--- src/rtl/cache_pkg.sv ---
// Shared cache geometry, address field helpers and the refill controller state encoding.
package cache_pkg;

    localparam int ADDR_W   = 32;
    localparam int TAG_W    = 20;
    localparam int INDEX_W  = 8;
    localparam int LINE_W   = 128;
    localparam int BEAT_W   = 32;
    localparam int BEATS    = LINE_W / BEAT_W;
    localparam int CNT_W    = $clog2(BEATS);
    localparam int OFFSET_W = ADDR_W - TAG_W - INDEX_W;
    localparam int WORD_W   = OFFSET_W - 2;

    typedef enum logic [2:0] {
        IDLE,
        REQ,
        RECV,
        FILL,
        RESP
    } state_e;

    function automatic logic [TAG_W-1:0] addr_tag(input logic [ADDR_W-1:0] addr);
        return addr[ADDR_W-1 -: TAG_W];
    endfunction

    function automatic logic [INDEX_W-1:0] addr_index(input logic [ADDR_W-1:0] addr);
        return addr[OFFSET_W +: INDEX_W];
    endfunction

    // Word within the line; the low two bits select a byte and are not needed here.
    function automatic logic [WORD_W-1:0] addr_word(input logic [ADDR_W-1:0] addr);
        return addr[2 +: WORD_W];
    endfunction

    function automatic logic [ADDR_W-1:0] line_addr(input logic [ADDR_W-1:0] addr);
        return {addr[ADDR_W-1:OFFSET_W], {OFFSET_W{1'b0}}};
    endfunction

endpackage

--- src/rtl/lru_table.sv ---
// Per-set 1-bit LRU storage: async victim read, hit and refill write ports, refill wins on a shared set.
module lru_table
    import cache_pkg::*;
(
    input  logic               clk,
    input  logic               rstn,
    input  logic [INDEX_W-1:0] rd_idx_i,
    output logic               rd_way_o,
    input  logic               hit_we_i,
    input  logic [INDEX_W-1:0] hit_idx_i,
    input  logic               hit_data_i,
    input  logic               fill_we_i,
    input  logic [INDEX_W-1:0] fill_idx_i,
    input  logic               fill_data_i
);

    logic [2**INDEX_W-1:0] lru_q;

    assign rd_way_o = lru_q[rd_idx_i];

    // The refill write is issued last so it overrides a hit to the same set.
    always_ff @(posedge clk) begin
        if (!rstn) begin
            lru_q <= '0;
        end else begin
            if (hit_we_i) begin
                lru_q[hit_idx_i] <= hit_data_i;
            end
            if (fill_we_i) begin
                lru_q[fill_idx_i] <= fill_data_i;
            end
        end
    end

endmodule

--- src/rtl/refill_ctrl.sv ---
// Single-outstanding cache miss controller: victim pick, line read, beat assembly, refill pulse, CPU word return.
module refill_ctrl
    import cache_pkg::*;
(
    input  logic               clk,
    input  logic               rstn,
    input  logic               miss_valid,
    input  logic [ADDR_W-1:0]  miss_addr,
    output logic               miss_ready,
    input  logic               hit_valid,
    input  logic [INDEX_W-1:0] hit_index,
    input  logic               hit_way,
    output logic               mem_rreq,
    output logic [ADDR_W-1:0]  mem_raddr,
    input  logic               mem_rrdy,
    input  logic               mem_rvalid,
    input  logic [BEAT_W-1:0]  mem_rdata,
    output logic [LINE_W-1:0]  final_data,
    output logic               refill_ready,
    output logic [INDEX_W-1:0] index,
    output logic [TAG_W-1:0]   tag,
    output logic               way,
    output logic               resp_valid,
    output logic [BEAT_W-1:0]  resp_data
);

    state_e             state_q;
    logic [TAG_W-1:0]   reqTag_q;
    logic [INDEX_W-1:0] reqIndex_q;
    logic [WORD_W-1:0]  reqWord_q;
    logic               victim_q;
    logic [CNT_W-1:0]   cnt_q;
    logic [LINE_W-1:0]  line_q;
    logic [LINE_W-1:0]  line_d;
    logic               missReady_q;
    logic               memRreq_q;
    logic [ADDR_W-1:0]  memRaddr_q;
    logic [LINE_W-1:0]  finalData_q;
    logic               refillReady_q;
    logic [INDEX_W-1:0] index_q;
    logic [TAG_W-1:0]   tag_q;
    logic               way_q;
    logic               respValid_q;
    logic [BEAT_W-1:0]  respData_q;
    logic               lruVictim;

    lru_table u_lru (
        .clk         (clk),
        .rstn        (rstn),
        .rd_idx_i    (addr_index(miss_addr)),
        .rd_way_o    (lruVictim),
        .hit_we_i    (hit_valid),
        .hit_idx_i   (hit_index),
        .hit_data_i  (~hit_way),
        .fill_we_i   (state_q == FILL),
        .fill_idx_i  (index_q),
        .fill_data_i (~way_q)
    );

    // Line buffer with the current beat merged in, so the last beat can be published directly.
    always_comb begin
        line_d = line_q;
        if (state_q == RECV && mem_rvalid) begin
            line_d[int'(cnt_q)*BEAT_W +: BEAT_W] = mem_rdata;
        end
    end

    always_ff @(posedge clk) begin
        if (!rstn) begin
            state_q       <= IDLE;
            reqTag_q      <= '0;
            reqIndex_q    <= '0;
            reqWord_q     <= '0;
            victim_q      <= 1'b0;
            cnt_q         <= '0;
            line_q        <= '0;
            missReady_q   <= 1'b1;
            memRreq_q     <= 1'b0;
            memRaddr_q    <= '0;
            finalData_q   <= '0;
            refillReady_q <= 1'b0;
            index_q       <= '0;
            tag_q         <= '0;
            way_q         <= 1'b0;
            respValid_q   <= 1'b0;
            respData_q    <= '0;
        end else begin
            refillReady_q <= 1'b0;
            respValid_q   <= 1'b0;
            case (state_q)
                IDLE: begin
                    if (miss_valid) begin
                        reqTag_q    <= addr_tag(miss_addr);
                        reqIndex_q  <= addr_index(miss_addr);
                        reqWord_q   <= addr_word(miss_addr);
                        victim_q    <= lruVictim;
                        memRaddr_q  <= line_addr(miss_addr);
                        memRreq_q   <= 1'b1;
                        missReady_q <= 1'b0;
                        state_q     <= REQ;
                    end
                end
                REQ: begin
                    if (mem_rrdy) begin
                        memRreq_q <= 1'b0;
                        cnt_q     <= '0;
                        state_q   <= RECV;
                    end
                end
                RECV: begin
                    if (mem_rvalid) begin
                        line_q <= line_d;
                        cnt_q  <= cnt_q + 1'b1;
                        if (cnt_q == CNT_W'(BEATS-1)) begin
                            finalData_q   <= line_d;
                            index_q       <= reqIndex_q;
                            tag_q         <= reqTag_q;
                            way_q         <= victim_q;
                            refillReady_q <= 1'b1;
                            state_q       <= FILL;
                        end
                    end
                end
                FILL: begin
                    respData_q  <= finalData_q[int'(reqWord_q)*BEAT_W +: BEAT_W];
                    respValid_q <= 1'b1;
                    state_q     <= RESP;
                end
                RESP: begin
                    missReady_q <= 1'b1;
                    state_q     <= IDLE;
                end
                default: begin
                    state_q <= IDLE;
                end
            endcase
        end
    end

    assign miss_ready   = missReady_q;
    assign mem_rreq     = memRreq_q;
    assign mem_raddr    = memRaddr_q;
    assign final_data   = finalData_q;
    assign refill_ready = refillReady_q;
    assign index        = index_q;
    assign tag          = tag_q;
    assign way          = way_q;
    assign resp_valid   = respValid_q;
    assign resp_data    = respData_q;

endmodule

--- config.mk ---
export PLATFORM = sky130hd
export DESIGN_NAME = refill_ctrl
export DESIGN_NICKNAME = d
export VERILOG_FILES = /design/src/rtl/cache_pkg.sv /design/src/rtl/lru_table.sv /design/src/rtl/refill_ctrl.sv
export SDC_FILE = /design/constraint.sdc
export NUM_CORES = 1
export LEC_CHECK = 0
export CORE_MARGIN = 4
export CORE_UTILIZATION = 35
export DETAILED_ROUTE_END_ITERATION = 6
export PLACE_DENSITY = 0.59
export REMOVE_ABC_BUFFERS = 1
export SLEW_MARGIN = 5
export SYNTH_ARGS = -nofsm -noshare
export SYNTH_HDL_FRONTEND = slang
export SYNTH_SLANG_ARGS = --single-unit
--- constraint.sdc ---
create_clock -name clk -period 3.7 [get_ports clk]
set_input_delay 0.74 -clock clk [delete_from_list [all_inputs] [get_ports clk]]
set_output_delay 0.74 -clock clk [all_outputs]
set_load 0.03 [all_outputs]
==> results.md <==
* Run status: completed
* CP Cell Sequence: clkdlybuf4s50_1
* Die ar. at between 80,000 and 90,000 sq um
* Vias in the first global route at 26.6k
* Final ANT Viol Nets at 0
* Power per cell area at 416 nW/um^2
* Port Buf Inserts at 297
* Synth top area share at 42.0%
* DRC at 0
* Post-layout util at 43.6%
* Power share of the clock group at 49.2%
* CTS Buffer Depth at 3
* WHS Path Cells at 2
* Critical Path Fanout Max at 15
* Setup CP Type: reg -> out
* Cell Int Power at around 11,000 uW
* Min cycle time layout at 3020 ps
* Post-Syn Area at 29,200 sq um
* TNS Setup at 0 ps
* Detailed placement HPWL at 69.9 mm
* Core area at 82,400 sq um
* CTS tree: done
* Io pins at 304
* Ys async rst share at 0%
* WL per Instance at 23.2 um
* Pre-CTS setup slack at between 300 and 400 ps
* Ys Warns at 0
* Critical path depth in cells at 1
* H-tree depth at 3
* Reg power frac at 44.7%
* Post-synth top cells: 613 x dfxtp_1, 510 x nand2_1, 378 x nor2_1, 347 x a21oi_1, 335 x clkbuf_1
* Top-count cell post-synth: dfxtp_1
* CTS buffer count at 73
* Logic pwr share at 6.1%
* Sequential share of the synthesized area at approximately 42%
* Netlist cell types at 55
* Total track usage at between 20% and 30%
* Min-delay worst type: reg -> reg
* Vias at 28.8k
* Pleak at 0.0112 uW
* Starting Density at 35.5%
* Prevailing post-synth register cell: dfxtp_1
* Initial antenna violation count at 10
* Top delay family on crit path: buffers and inverters
* Die width at 297 um
* GPL Wtd Cong at 0.914
* Max Cap Viol at 0
* Final net count at 3,761
* Reg2Reg Depth at 6
* CP Launch Type: register
* Routed vias/inst at 6.00
* CP max-delay cell: clkdlybuf4s50_1
* Switching power at 3760 uW
* VDD IR-drop max at 0.306 mV
* Final setup fails at 0
* Clock Sinks at 613
* Clk_lat worst skew at 650 ps
* Largest stage delay, worst path at 880 ps
* Pre-Repair DR Iteration Count at 6
* First-pass GRT wire length at around 170 mm
* Slew margin rel. at 28.7%
* Net Sw Frac at 25.1%
* Setup repair bufs after CTS at 0
* Placed cell count at 4,671
* Tcrit/Tclk final at 81.5%
* P&R area growth vs syn at 23.0%
* Layout cells sized above 1 at 10.2%
* Hold violation count in the final report at 0
* Most area-hungry cell type in the Yosys netlist: dfxtp_1
* CP required at 2960 ps
* Routed wire length at 112 mm
* Buf/Inv on CP at 1
* Syn Inst Count at roughly 3.5k
* Cell Count, Final, Fillers Out at about 4.8k
* Final worst slack at 684 ps
* Die H at 297 um
* First DRT Iteration DRCs at about 3.3k
* Avg Inst Size Synth at 8.28 sq um
* CP Capture Type: output pin
* Flops & latches, synth at a little over 600
* Worst-Margin Slew at 1070 ps
* GRT overflow at 0
* Site Rows at between 100 and 150
* CP Data Arrival Time at ~2300 ps
* Clock skew at 58.4 ps
* Clock tree root buffer cell: clkbuf_16
* Clock-pin transition on the worst setup and hold timing paths at about 60 ps
* Ranking of synthesized cells by area: dfxtp_1 42%, mux4_2 6.6%, nand2_1 6.6%, a311oi_1 6.5%, a21oi_1 5.9%
* Post-synth EDFFs at 0
* RSZ-0062 raised after global routing: false
* Largest net degree at the start of global routing at 174
* Hold buffer count at CTS at 0
* Post-cts repair resize count at 0
* Slew Viols, Final at 0
* FMAX at 332 MHz
[worst paths after layout]
path | endpoint | slack [ps] | start
setup / recovery | index[3] | 680 | index[3]
hold / removal | tag[15] | 450 | tag[15]
setup reg to reg | u_lru.lru_q[141] | 1050 | state_q[0]
hold reg to reg | tag[15] | 450 | tag[15]
[routing by layer]
layer,GRT usage (%),vias up,share of wire [%]
li1,-,13400,-
met1,33.6,13900,44
met2,36.8,1360,44
met3,5.66,228,9.5
met4,7.35,8,2.9
met5,0,-,0.051
[power groups by stage]
stage / Sequential [uW] / Combinational (uW) / Clock [uW]
final: 6690 / 914 / 7360
after global routing: 6690 / 960 / 7750
after global placement: 6830 / 898 / 0
after CTS: 6690 / 901 / 7480
after detailed placement: 6840 / 898 / 0
after floorplan: 6870 / 311 / 0
[stage by stage]
| stage | instance area [sq um] | hold slack [ps] | total power [uW] |
|---|---|---|---|
| 2_1_floorplan | 27700 | 440 | 7190 |
| 3_3_place_gp | 33500 | 441 | 7730 |
| 3_5_place_dp | 33500 | 446 | 7730 |
| 4_1_cts | 35900 | 453 | 15100 |
| 5_1_grt | 35900 | 470 | 15400 |
| 6_report | 35900 | 451 | 15000 |
[area by class of cell]
type                    instances  area (sq um)
diodes                          4          10.0
inverters                      12          52.6
flip-flops and latches        613         12300
fillers                      8077         46400
multi-input cells            2530         15500
repair buffers                446          4270
well taps                    1070          1340
clock buffers                 110          2150
clock inverters                20           324
[cells by family (layout without fill, tap and decap cells)]
logic type | Yosys count | after routing | share of synthesized area, %
and+or+nand+nor | 1295 | 1295 | 19.2
AOI/OAI and AO/OA | 1109 | 1109 | 25.4
DFF | 613 | 613 | 42.0
buffers and inverters | 388 | 588 | 5.21
muxes | 116 | 116 | 7.96
adders and majority gates | 6 | 6 | 0.257
other | 1 | 8 | 0.0128
[state kept, by name, indices dropped and copies added, names as in the netlist, 2 cells and up]
name and flops:
reqWord_q 2, index 8, state_q 3, resp_data 32, final_data 128, u_lru.lru_q 256
cnt_q 2, tag 20, reqTag_q 19, reqIndex_q 7, line_q 128, mem_raddr 2
[placed cells by master (no fill, tap or decap), types with 19 or more instances in the layout]
cell type	n
and3_1	100
mux4_2	85
o311ai_0	24
a21oi_1	347
mux2i_1	23
nand2_1	510
dfxtp_1	610
clkbuf_1	19
clkbuf_8	19
o311a_1	25
a311oi_1	216
o21ai_0	172
clkdlybuf4s50_1	293
buf_4	136
o31ai_1	91
nand3_1	184
clkbuf_16	73
a211oi_1	206
nor3_1	44
nor2_1	374
Note: power is estimated with default switching activity, not from simulation.
